### config.mk
export PLATFORM = sky130hd
export DESIGN_NAME = rc_pkt_ctrl
export DESIGN_NICKNAME = d
export VERILOG_FILES = /design/src/rtl/rc_pkt_ctrl.sv
export SDC_FILE = /design/constraint.sdc
export NUM_CORES = 1
export LEC_CHECK = 0
export ABC_AREA = 1
export BUFFER_PORTS_ARGS = -buffer_cell sky130_fd_sc_hd__buf_4
export CORE_MARGIN = 8
export CORE_UTILIZATION = 50
export CTS_BUF_LIST = sky130_fd_sc_hd__clkbuf_2
export DETAILED_ROUTE_END_ITERATION = 12
export PLACE_DENSITY = 0.72
export SETUP_SLACK_MARGIN = 0.5
export SLEW_MARGIN = 20
export SYNTH_ARGS = -nofsm -noshare
export SYNTH_HDL_FRONTEND = slang
export SYNTH_SLANG_ARGS = --single-unit
### constraint.sdc
create_clock -name clk -period 1.9 [get_ports clk]
set_input_delay 0.19 -clock clk [delete_from_list [all_inputs] [get_ports clk]]
set_output_delay 0.19 -clock clk [all_outputs]
set_load 0.005 [all_outputs]
### src/rtl/rc_pkt_ctrl.sv
// Receive-path sequencer for the USB receiver: frames rc_crc around one packet,
// collects the CRC verdict, retries corrupted packets and reports the outcome.
module rc_pkt_ctrl #(
  parameter int unsigned DATA_BITS = 88,
  parameter int unsigned HS_BITS   = 8,
  parameter int unsigned TIMEOUT   = 255,
  parameter int unsigned MAX_RETRY = 3
) (
  input  logic       clk,
  input  logic       rst_n,
  input  logic       rx_start,
  input  logic       rx_is_data,
  input  logic       abort,
  input  logic       sync_det,
  input  logic       bit_valid,
  input  logic       crc_valid,
  input  logic       crc_ok,
  output logic       start_rc_crc,
  output logic       end_rc_crc,
  output logic       retry_req,
  output logic       rx_done,
  output logic       rx_ok,
  output logic [1:0] retry_cnt
);

  localparam logic [6:0] DataLast   = 7'(DATA_BITS - 1);
  localparam logic [6:0] HsLast     = 7'(HS_BITS - 1);
  localparam logic [7:0] TimeoutLim = 8'(TIMEOUT);
  localparam logic [1:0] RetryLim   = 2'(MAX_RETRY);

  typedef enum logic [2:0] {
    StIdle, StWaitSync, StRecv, StFinish, StCheck, StRetry, StDone
  } state_e;

  state_e     state_q, state_d;
  logic [6:0] last_q, last_d;        // index of the final bit (len-1)
  logic [6:0] bit_cnt_q, bit_cnt_d;
  logic [7:0] timer_q, timer_d;
  logic [1:0] retry_cnt_q, retry_cnt_d;
  logic       start_q, start_d;
  logic       end_q, end_d;
  logic       retry_req_q, retry_req_d;
  logic       rx_done_q, rx_done_d;
  logic       rx_ok_q, rx_ok_d;
  logic       fail;
  logic       timed_out;
  logic [7:0] timer_inc;

  assign timed_out = (timer_q >= TimeoutLim);
  // Saturating increment so the timer never wraps back below the limit.
  assign timer_inc = timed_out ? timer_q : timer_q + 8'd1;

  // Next-state and registered-output decode.
  always_comb begin
    state_d     = state_q;
    last_d      = last_q;
    bit_cnt_d   = bit_cnt_q;
    timer_d     = timer_q;
    retry_cnt_d = retry_cnt_q;
    start_d     = 1'b0;
    end_d       = 1'b0;
    retry_req_d = 1'b0;
    rx_done_d   = 1'b0;
    rx_ok_d     = rx_ok_q;
    fail        = 1'b0;

    unique case (state_q)
      StIdle: begin
        rx_ok_d = 1'b0;
        if (rx_start) begin
          last_d      = rx_is_data ? DataLast : HsLast;
          retry_cnt_d = 2'd0;
          bit_cnt_d   = 7'd0;
          timer_d     = 8'd0;
          state_d     = StWaitSync;
        end
      end
      StWaitSync: begin
        if (sync_det) begin
          start_d   = 1'b1;
          bit_cnt_d = 7'd0;
          timer_d   = 8'd0;
          state_d   = StRecv;
        end else if (timed_out) begin
          fail = 1'b1;
        end else begin
          timer_d = timer_inc;
        end
      end
      StRecv: begin
        // A bit arriving on the timeout cycle still counts.
        if (bit_valid) begin
          timer_d = 8'd0;
          if (bit_cnt_q == last_q) begin
            end_d   = 1'b1;
            state_d = StFinish;
          end else begin
            bit_cnt_d = bit_cnt_q + 7'd1;
          end
        end else if (timed_out) begin
          fail = 1'b1;
        end else begin
          timer_d = timer_inc;
        end
      end
      StFinish: begin
        timer_d = 8'd0;
        state_d = StCheck;
      end
      StCheck: begin
        // The verdict takes precedence over a simultaneous timeout.
        if (crc_valid) begin
          if (crc_ok) begin
            rx_ok_d = 1'b1;
            state_d = StDone;
          end else begin
            fail = 1'b1;
          end
        end else if (timed_out) begin
          fail = 1'b1;
        end else begin
          timer_d = timer_inc;
        end
      end
      StRetry: begin
        retry_req_d = 1'b1;
        if (retry_cnt_q < RetryLim) begin
          retry_cnt_d = retry_cnt_q + 2'd1;
        end
        timer_d = 8'd0;
        state_d = StWaitSync;
      end
      StDone: begin
        rx_done_d = 1'b1;
        state_d   = StIdle;
      end
      default: begin
        state_d = StIdle;
      end
    endcase

    if (fail) begin
      if (retry_cnt_q < RetryLim) begin
        state_d = StRetry;
      end else begin
        rx_ok_d = 1'b0;
        state_d = StDone;
      end
    end

    // abort overrides everything and suppresses any completion report.
    if (abort) begin
      state_d     = StIdle;
      bit_cnt_d   = 7'd0;
      timer_d     = 8'd0;
      start_d     = 1'b0;
      end_d       = 1'b0;
      retry_req_d = 1'b0;
      rx_done_d   = 1'b0;
      rx_ok_d     = 1'b0;
    end
  end

  // State and output registers with synchronous active-low reset.
  always_ff @(posedge clk) begin
    if (!rst_n) begin
      state_q     <= StIdle;
      last_q      <= 7'd0;
      bit_cnt_q   <= 7'd0;
      timer_q     <= 8'd0;
      retry_cnt_q <= 2'd0;
      start_q     <= 1'b0;
      end_q       <= 1'b0;
      retry_req_q <= 1'b0;
      rx_done_q   <= 1'b0;
      rx_ok_q     <= 1'b0;
    end else begin
      state_q     <= state_d;
      last_q      <= last_d;
      bit_cnt_q   <= bit_cnt_d;
      timer_q     <= timer_d;
      retry_cnt_q <= retry_cnt_d;
      start_q     <= start_d;
      end_q       <= end_d;
      retry_req_q <= retry_req_d;
      rx_done_q   <= rx_done_d;
      rx_ok_q     <= rx_ok_d;
    end
  end

  assign start_rc_crc = start_q;
  assign end_rc_crc   = end_q;
  assign retry_req    = retry_req_q;
  assign rx_done      = rx_done_q;
  assign rx_ok        = rx_ok_q;
  assign retry_cnt    = retry_cnt_q;

endmodule

==> metrics.md, run 1 <==
| Metric | Value |
|---|---|
| Max Used Layer | `met4` |
| Fin area | `2080 µm²` |
| Post-route ant nets | `0` |
| Routed wl met3 | `130 µm` |
| Run status | `finished, final reports clean` |
| Seq/Total Area, Yosys | `0.354` |
| H-tree depth | `1` |
| Largest net degree at the start of global routing | `21` |
| Initial antenna violation count | `0` |
| Worst endpoint required time | `2.24 ns` |
| Synth Instances | `231` |
| Final WS setup | `0.385 ns` |
| Reg2reg setup slack | `0.38 ns` |
| Gpl congestion | `0.978` |
| Worst Setup Start Kind | `register` |
| Routed WL per cell | `13.3 µm` |
| Wire length on met2 | `2.00 mm` |
| Die width | `71.3 µm` |
| Hold_ws | `0.00705 ns` |
| Post-DP HPWL | `2.41 mm` |
| Layout cells sized above 1 | `0.348` |
| Placed Instances | `276` |
| RSZ-0062 raised after global routing | `yes` |
| Synthesized flop and latch total | `27` |
| Gr usage total | `0.154` |
| Total power draw | `1.00 mW` |
| Max frequency | `660 MHz` |
| Clock period minus worst slack | `1.52 ns` |
| DR vias/cell | `5.32` |
| Post-Syn Area | `1530 µm²` |
| Sink Count | `27` |
| Clk root buf | `clkbuf_2` |
| Syn-to-layout area delta | `36.5%` |
| Setup TNS | `0 ns` |
| First-pass GRT wire length | `6.46 mm` |
| Worst hold start | `rst_n` |
| Row count | `20` |
| ANT cells | `0` |
| Core area | `2980 µm²` |
| Worst reg2reg path startpoint | `state_q[0]` |
| Latest clock arrival within the worst-skew pair | `0.40 ns` |
| Post-place setup slack | `0.245 ns` |
| Reg-to-Reg End | `timer_q[1]` |
| Worst-path clk slew | `0.29 ns` |
| Hold EP | `retry_cnt[0]` |
| Most frequent cells in the layout | `49 x nand2_1, 34 x buf_4, 24 x inv_1` |
| Hold Crit Class | `input pin to register` |
| Slew headroom | `0.529` |
| Yosys warning total | `0` |
| Critical Path AT | `1.85 ns` |
| Worst-margin pin slew | `0.706 ns` |
| WL final | `4.03 mm` |
| GRT Residual Overflow | `0` |
| Via count | `1611` |
| # Max-Cap Violations | `0` |
| CTS buffer count | `3` |
| # nets final | `283` |
| Final setup viols | `0` |
| Fin util | `0.700` |
| Post-Layout Cell Count | `303` |
| Reg2Reg Depth | `8` |
| Residual DRC | `0` |
| Period utilization | `0.797` |
| Initial core utilization | `0.513` |
| Max Buffers Root-to-Sink | `2` |
| Final Skew | `0.0341 ns` |
| Syn nets | `243` |
| M1 WL | `1.75 mm` |
| Vias in the first global route | `1448` |
| Die ar. | `5080 µm²` |
| Max Fanout on Critical Path | `3` |
| Leak | `0.964 nW` |
| Final hold viol count | `0` |
| Most common cell after layout, fill and taps aside | `nand2_1` |
| DIE HEIGHT | `71.3 µm` |
| Worst hold path stage count | `3` |
| CP Capture Type | `register` |
| Worst IR drop on VDD | `0.317 mV` |
| Syn_area_per_cell | `6.61 µm²` |
| Pwr Density | `481 nW/µm²` |
| I/O Buffers | `15` |
| Cell Area, Placed | `1670 µm²` |
| Ports | `16` |
| Critical path type | `register to register` |
| DRT iter0 DRCs | `94` |
| Yosys cell types | `27` |
| Final slew viol count | `0` |
| Detailed Routing Iterations Pass 1 | `4` |
| CTS tree | `done` |
cells in the mapped netlist, drive strengths merged:
cell      n  area, µm²
a21oi    23        115
buf       1       5.00
clkbuf    2       7.51
clkinv    1       5.00
dfxtp    27        541
ha        3       37.5
inv      30        113
nand2    62        250
nand3    23        115
nand3b    1       7.51
nand4     6       52.6
nor2     28        118
nor3      2       10.0
nor4      1       6.26
o2111ai   1       8.76
o211ai    2       15.0
o21a      1       7.51
o21ai     9       45.0
or2       1       6.26
xnor2     2       17.5
xor2      5       43.8
flip-flops by register name, summed over array words and instances (netlist names):
register,count
timer_q,8
state_q,3
bit_cnt_q,7
last_q,2
retry_req,1
rx_ok,1
end_rc_crc,1
rx_done,1
start_rc_crc,1
retry_cnt,2
kinds of logic after synthesis:
group                    after synthesis  share of synthesized area
XOR/XNOR                               7                     0.0402
adder cells (fa/ha/maj)                3                     0.0246
AO/OA/AOI/OAI                         36                      0.125
flip-flops                            27                      0.354
buffers and inverters                 34                     0.0852
AND/OR/NAND/NOR                      124                      0.370
routing by layer:
layer,track usage,vias up
met2,0.259,32
met1,0.183,739
met5,0,-
li1,-,826
met3,0.0223,14
met4,0.0808,0
final cells by class:
type,instances,area [µm²]
Fill cell,256,895
Timing Repair Buffer,38,297
Sequential cell,27,562
Inverter,31,124
Tap cell,33,41.3
Clock buffer,3,15.0
Clock inverter,1,5.00
Multi-Input combinational cell,170,1040
report_power, final:
part           internal (mW)  switching [mW]  leakage (nW)
clock                 0.0476           0.186        0.0164
combinational         0.0740           0.109         0.723
sequential             0.575         0.00952         0.225
total                  0.697           0.304         0.964
how the worst max path moves through the flow:
stage,start,to,slack (ns),depth (start not counted)
2_1_floorplan,timer_q[0],state_q[1],0.53,10
3_3_place_gp,state_q[0],timer_q[0],0.26,7
3_5_place_dp,timer_q[0],state_q[0],0.25,10
4_1_cts,state_q[0],timer_q[1],0.44,8
5_1_grt,state_q[0],timer_q[1],0.35,8
6_report,state_q[0],timer_q[1],0.38,8
timing repair:
item	4_1_cts	5_1_grt
setup buffers	10	10
pin swaps	11	18
hold buffers	1	2
gates resized for setup	22	45
endpoints found under the setup margin	23	23
endpoints found under the hold margin	1	1
critical path, cell delays in order, from the launching register on:
cell,delay (ns)
dfxtp_4,0.45
inv_4,0.05
nor2_4,0.15
nand2_4,0.07
o211ai_1,0.15
nand3_1,0.19
or2_0,0.25
o21ai_1,0.08
nor2_1,0.06
No activity file was read; power rests on OpenSTA's default activity.
==> run 2: changes to the inputs <==
--- a/config.mk
+++ b/config.mk
@@ -5,7 +5,7 @@
 export SDC_FILE = /design/constraint.sdc
 export NUM_CORES = 1
 export LEC_CHECK = 0
-export ABC_AREA = 1
+export ABC_AREA = 0
 export BUFFER_PORTS_ARGS = -buffer_cell sky130_fd_sc_hd__buf_4
 export CORE_MARGIN = 8
 export CORE_UTILIZATION = 50
==> constraint.sdc (replaced) <==
create_clock -name clk -period 1.56 [get_ports clk]
set_input_delay 0.156 -clock clk [delete_from_list [all_inputs] [get_ports clk]]
set_output_delay 0.156 -clock clk [all_outputs]
set_load 0.005 [all_outputs]
==> run 2 against run 1 <==
The flow now finishes with violations (negative setup slack). Synthesized cell count is 19% lower. Synthesized area is 0.66% higher. Clock skew is 0.014 ns lower. Die area is 0.51% higher. Register-to-register slack worse by 0.58 ns. Worst hold slack better by 0.00060 ns. Maximum frequency is 14% lower. Final cell count is 8.3% lower. Worst setup slack worse by 0.58 ns. Utilization is 11 points higher.
==> metrics.md, run 2 <==
| Metric | Value |
|---|---|
| Layout cells sized above 1 | `0.539` |
| Slowest Stage Delay on Critical Path | `0.52 ns` |
| Critical path type | `register to register` |
| Area contributors post-synth | `dfxtp_1 35%, a21oi_1 5.2%, nand3_1 5.2%` |
| Syn-to-layout area delta | `57.2%` |
| Critical Path AT | `2.07 ns` |
| Fin util | `0.811` |
| Routed WL per cell | `19.5 µm` |
| I/O Buffers | `15` |
| Yosys warning total | `0` |
| CTS tree | `done` |
| Slew headroom | `0.750` |
| Fillers | `173` |
| Ports | `16` |
| Final setup viols | `15` |
| Largest net degree at the start of global routing | `16` |
| Hold Crit Class | `input pin to register` |
| Seq/Total Area, Yosys | `0.352` |
| First-pass GRT wire length | `7.70 mm` |
| CP max stage cell | `or4_4` |
| Most common cell after layout, fill and taps aside | `buf_4` |
| Multi-input logic area | `1220 µm²` |
| Largest Register | `timer_q` |
| Synthesized flop and latch total | `27` |
| Gpl congestion | `0.889` |
| Total power draw | `1.27 mW` |
| Syn nets | `198` |
| GRT Residual Overflow | `0` |
| Core area | `2980 µm²` |
| DIE HEIGHT | `71.4 µm` |
| H-tree depth | `1` |
| Largest register FFs | `8` |
| Worst Setup Start Kind | `register` |
| Post-route ant nets | `0` |
| Leak | `0.902 nW` |
| Sink Count | `27` |
| Yosys top cell area share | `0.352` |
| Syn_area_per_cell | `8.26 µm²` |
| Worst IR drop on VDD | `0.457 mV` |
| Clk root buf | `clkbuf_2` |
| WL final | `5.41 mm` |
| Final hold viol count | `0` |
| # nets final | `258` |
| # Max-Cap Violations | `0` |
| ANT cells | `0` |
| Clock period minus worst slack | `1.75 ns` |
| Synth top cells by count | `27 x dfxtp_1, 16 x a21oi_1, 16 x nand3_1` |
| CP Capture Type | `register` |
| Latest clock arrival within the worst-skew pair | `0.40 ns` |
| Run status | `finished, violations left` |
| Die width | `71.4 µm` |
| Pwr Density | `524 nW/µm²` |
| Largest area contributor in the netlist | `dfxtp_1` |
| Row count | `20` |
| Residual DRC | `0` |
| Synth Flop Type | `dfxtp_1` |
| Failing checks | `negative setup slack` |
| Initial core utilization | `0.516` |
| Final slew viol count | `0` |
| DRT iter0 DRCs | `209` |
| Final Skew | `0.0205 ns` |
| Max Fanout on Critical Path | `3` |
| EDFF count, synth | `0` |
| Worst endpoint required time | `1.88 ns` |
| Max Buffers Root-to-Sink | `2` |
| Gr usage total | `0.185` |
| Worst-margin pin slew | `0.364 ns` |
| RSZ-0062 raised after global routing | `yes` |
| Worst-path clk slew | `0.28 ns` |
| Post-DP HPWL | `3.06 mm` |
| Period utilization | `1.12` |
| Reg area | `566 µm²` |
| Max frequency | `570 MHz` |
| Most common cell in the synthesized netlist | `dfxtp_1` |
| CTS buffer count | `3` |
| Post-Syn Area | `1540 µm²` |
| Most frequent cells in the layout | `40 x buf_4, 20 x buf_6, 15 x dfxtp_1` |
| Detailed Routing Iterations Pass 1 | `5` |
| Vias in the first global route | `1634` |
| Yosys cell types | `48` |
| Top flop regs | `timer_q: 8 flops, bit_cnt_q: 7 flops, state_q: 3 flops` |
| Via count | `1775` |
| Die ar. | `5100 µm²` |
| DR vias/cell | `6.38` |
| FFs w/ async S/R, synth | `0` |
| Initial antenna violation count | `0` |
| Crit-path cells | `or4_4, a221oi_4, buf_6, nand3_2, a31oi_1` |
| Synth Instances | `186` |
| Final WS setup | `-0.193 ns` |
-- run 2: cell count changes after synthesis, sizes merged, moves of 4 or more --
cell and change:
nand2b +4, nor2b +5, nand2 -48, inv -28, and3 +8, nor2 -14
or3 +4, a21oi -7, nor3 +7, nand3 -7, and2 +4, nand4 -5
xor2 -5, o21ai +4
-- run 2: stage by stage --
step	hold WS [ns]	setup TNS (ns)	area (µm²)	cells	setup WS, ns
floorplan	0.278	-0.127	1620	186	-0.0581
global placement	0.397	-0.352	1980	263	-0.0868
detailed placement	0.412	-0.692	1980	263	-0.142
CTS	0.0116	-0.854	2230	274	-0.137
global route	-0.0301	-2.40	2410	278	-0.277
finish	0.00764	-1.57	2410	278	-0.193
-- run 2: area by class of cell --
class	instances	area share
Inverter	2	0.00311
Tap cell	33	0.0171
Clock inverter	1	0.00207
Multi-Input combinational cell	149	0.505
Clock buffer	3	0.00622
Sequential cell	27	0.234
Timing Repair Buffer	63	0.232
-- run 2: cell families (layout without fill, tap and decap cells) --
kind of cell | count (synthesis) | count (layout) | share of synthesized area
AOI/OAI and AO/OA | 49 | 50 | 0.213
xor gates and xnor gates | 3 | 3 | 0.0171
adders and majority gates | 3 | 3 | 0.0244
buffers and inverters | 11 | 69 | 0.0554
DFF | 27 | 27 | 0.352
muxes | 3 | 3 | 0.0204
and+or+nand+nor | 90 | 90 | 0.318
-- run 2: what timing repair did --
item,4_1_cts,5_1_grt
setup buffers,5,3
cloned,1,0
pin swaps,15,24
hold buffers,1,1
endpoints found under the setup margin,28,32
endpoints found under the hold margin,1,1
gates resized for setup,40,37
-- run 2: critical path, delay by kind of cell (launching register included) --
family                 cells  cell delay (ns)
AO/OA/AOI/OAI              2             0.51
buffers and inverters      1             0.17
flip-flops                 1             0.40
AND/OR/NAND/NOR            2             0.59
-- run 2: power by group --
part / internal [mW] / switching [mW]
combinational: 0.135 / 0.139
clock: 0.0580 / 0.232
sequential: 0.694 / 0.00741
-- run 2: routing by layer --
layer / share of wire / routed length [µm] / vias up / GRT usage
li1: - / - / 806 / -
met1: 0.41 / 2200 / 842 / 0.217
met2: 0.48 / 2590 / 102 / 0.307
met3: 0.085 / 458 / 25 / 0.0446
met4: 0.030 / 165 / 0 / 0.0878
met5: 0 / 0 / - / 0
-- run 2: final timing paths --
path	start	endpoint	slack [ns]	depth (start not counted)
hold reg to reg	timer_q[3]	timer_q[3]	0.54	2
setup / recovery	bit_cnt_q[1]	state_q[1]	-0.19	5
hold / removal	rst_n	retry_cnt[1]	0.008	2
setup reg to reg	bit_cnt_q[1]	state_q[1]	-0.19	5
==> run 3: changes to the inputs <==
--- a/config.mk
+++ b/config.mk
@@ -11,6 +11,7 @@
 export CORE_UTILIZATION = 50
 export CTS_BUF_LIST = sky130_fd_sc_hd__clkbuf_2
 export DETAILED_ROUTE_END_ITERATION = 12
+export HOLD_SLACK_MARGIN = 0.15
 export PLACE_DENSITY = 0.72
 export SETUP_SLACK_MARGIN = 0.5
 export SLEW_MARGIN = 20
==> constraint.sdc (replaced) <==
create_clock -name clk -period 1.7 [get_ports clk]
set_input_delay 0.17 -clock clk [delete_from_list [all_inputs] [get_ports clk]]
set_output_delay 0.17 -clock clk [all_outputs]
set_load 0.005 [all_outputs]
==> run 3 against run 2 <==
The run still ends with negative setup slack left. Critical path type unchanged. Critical path depth increased by 1. Final area fell by 5.5%. Die area unchanged. Register-to-register slack better by 0.15 ns. Maximum frequency is 0.78% higher.
==> metrics.md, run 3 (same netlist as run 2, synthesis figures left out) <==
| Metric | Value |
|---|---|
| Run status | `finished, violations left` |
| Failing checks | `negative setup slack` |
| Leak | `0.841 nW` |
| Worst IR drop on VDD | `0.301 mV` |
| Largest register FFs | `8` |
| Residual DRC | `0` |
| Vias in the first global route | `1624` |
| Critical path type | `register to register` |
| Slowest Stage Delay on Critical Path | `0.57 ns` |
| CTS buffer count | `3` |
| Fin util | `0.766` |
| Worst-margin pin slew | `0.461 ns` |
| Final setup viols | `4` |
| Post-DP HPWL | `2.85 mm` |
| DR vias/cell | `6.25` |
| Ports | `16` |
| Reg2reg setup slack | `-0.04 ns` |
| RSZ-0062 raised after global routing | `yes` |
| Register share of total power | `0.564` |
| Period utilization | `1.02` |
| Final WS setup | `-0.0399 ns` |
| Most frequent cells in the layout | `38 x buf_4, 18 x dfxtp_1, 13 x nor2_1` |
| DIE HEIGHT | `71.4 µm` |
| CP Capture Type | `register` |
| Gr usage total | `0.180` |
| Clk pwr share | `0.221` |
| Max Buffers Root-to-Sink | `2` |
| Hold_ws | `0.199 ns` |
| Post-route ant nets | `0` |
| Max frequency | `575 MHz` |
| Die ar. | `5100 µm²` |
| # nets final | `251` |
| Final slew viol count | `0` |
| Crit-path cells | `or4b_4, o211ai_4, buf_6, a21oi_4, o211ai_1, a31oi_2` |
| # Max-Cap Violations | `0` |
| Row count | `20` |
| Detailed Routing Iterations Pass 1 | `4` |
| I/O Buffers | `15` |
| Core area | `2980 µm²` |
| Worst Setup Start Kind | `register` |
| Int Power | `0.824 mW` |
| ANT cells | `0` |
| H-tree depth | `1` |
| Gate power share | `0.215` |
| Gpl congestion | `0.896` |
| Pwr Density | `502 nW/µm²` |
| Slew headroom | `0.693` |
| Most common cell after layout, fill and taps aside | `buf_4` |
| Initial antenna violation count | `0` |
| Switching share of power | `0.281` |
| Latest clock arrival within the worst-skew pair | `0.37 ns` |
| Final hold viol count | `0` |
| Worst-path clk slew | `0.24 ns` |
| CP max stage cell | `or4b_4` |
| Syn-to-layout area delta | `48.5%` |
| Routed WL per cell | `19.4 µm` |
| CTS tree | `done` |
| Sink Count | `27` |
| GRT Residual Overflow | `0` |
| DRT iter0 DRCs | `145` |
| Placed Instances | `243` |
| Post-Layout Cell Count | `271` |
| Worst endpoint required time | `1.99 ns` |
| Final Skew | `0.00148 ns` |
| Total power draw | `1.14 mW` |
| Max Fanout on Critical Path | `5` |
| Largest net degree at the start of global routing | `16` |
| Initial core utilization | `0.516` |
| Top flop regs | `timer_q: 8 flops, bit_cnt_q: 7 flops, state_q: 3 flops` |
| Layout cells sized above 1 | `0.466` |
| First-pass GRT wire length | `7.56 mm` |
| Via count | `1695` |
| Critical Path AT | `2.03 ns` |
| Largest Register | `timer_q` |
| NetSw | `0.321 mW` |
| Die width | `71.4 µm` |
| WL final | `5.25 mm` |
| Clock period minus worst slack | `1.74 ns` |
| Post-place setup slack | `-0.00782 ns` |
| Clk root buf | `clkbuf_2` |
| Hold Crit Class | `input pin to register` |
run 3: cell types whose count changed in the layout (fill, tap and decap cells not counted), sizes merged:
cell	previous run	this run
clkinv	1	0
dlygate4sd3	2	5
clkbuf	3	4
buf	61	51
run 3: metal layers:
| metal | vias to the layer above | track usage | share of wire |
|---|---|---|---|
| met2 | 95 | 0.299 | 0.50 |
| met3 | 15 | 0.0321 | 0.083 |
| li1 | 792 | - | - |
| met4 | 0 | 0.0624 | 0.025 |
| met1 | 793 | 0.226 | 0.39 |
| met5 | - | 0 | 0 |
run 3: critical path: cells and delay by family (launching register included):
kind                   cells  cell delay [ns]
buffers and inverters      1             0.15
AND/OR/NAND/NOR            1             0.57
flip-flops                 1             0.42
AO/OA/AOI/OAI              4             0.51
run 3: layout make-up:
class                           instances  area (µm²)
Multi-Input combinational cell        149        1170
Timing Repair Buffer                   56         485
Inverter                                2        7.51
Fill cell                             185         696
Tap cell                               33        41.3
Sequential cell                        27         557
Clock buffer                            4        20.0
run 3: timing repair:
item                                   in CTS  in global routing
cloned                                      1                  0
resized for setup                          36                 18
endpoints found under the hold margin       7                  0
setup buffers                              14                  4
setup endpoints to repair                  23                 25
hold buffers                                5                  0
pin swaps                                  23                 15
run 3: path summary, 6_finish.rpt:
kind	depth (start not counted)	startpoint	to
worst max-delay path	6	state_q[2]	state_q[1]
worst min-delay path	5	abort	timer_q[0]
worst max register to register	6	state_q[2]	state_q[1]
worst min register to register	2	last_q[4]	last_q[4]
run 3: power by group through the flow:
| stage | registers [mW] | logic [mW] | clock network [mW] |
|---|---|---|---|
| 2_1_floorplan | 0.657 | 0.102 | 0 |
| 3_3_place_gp | 0.659 | 0.152 | 0 |
| 3_5_place_dp | 0.660 | 0.157 | 0 |
| 4_1_cts | 0.646 | 0.210 | 0.259 |
| 5_1_grt | 0.647 | 0.258 | 0.285 |
| 6_report | 0.646 | 0.246 | 0.253 |
run 3: metrics by stage:
step	setup TNS (ns)	instance area, µm²
after CTS	-0.0413	2160
after global placement	0	1830
after global routing	-0.490	2280
after detailed placement	-0.0131	1830
after floorplan	0	1620
final	-0.0816	2280
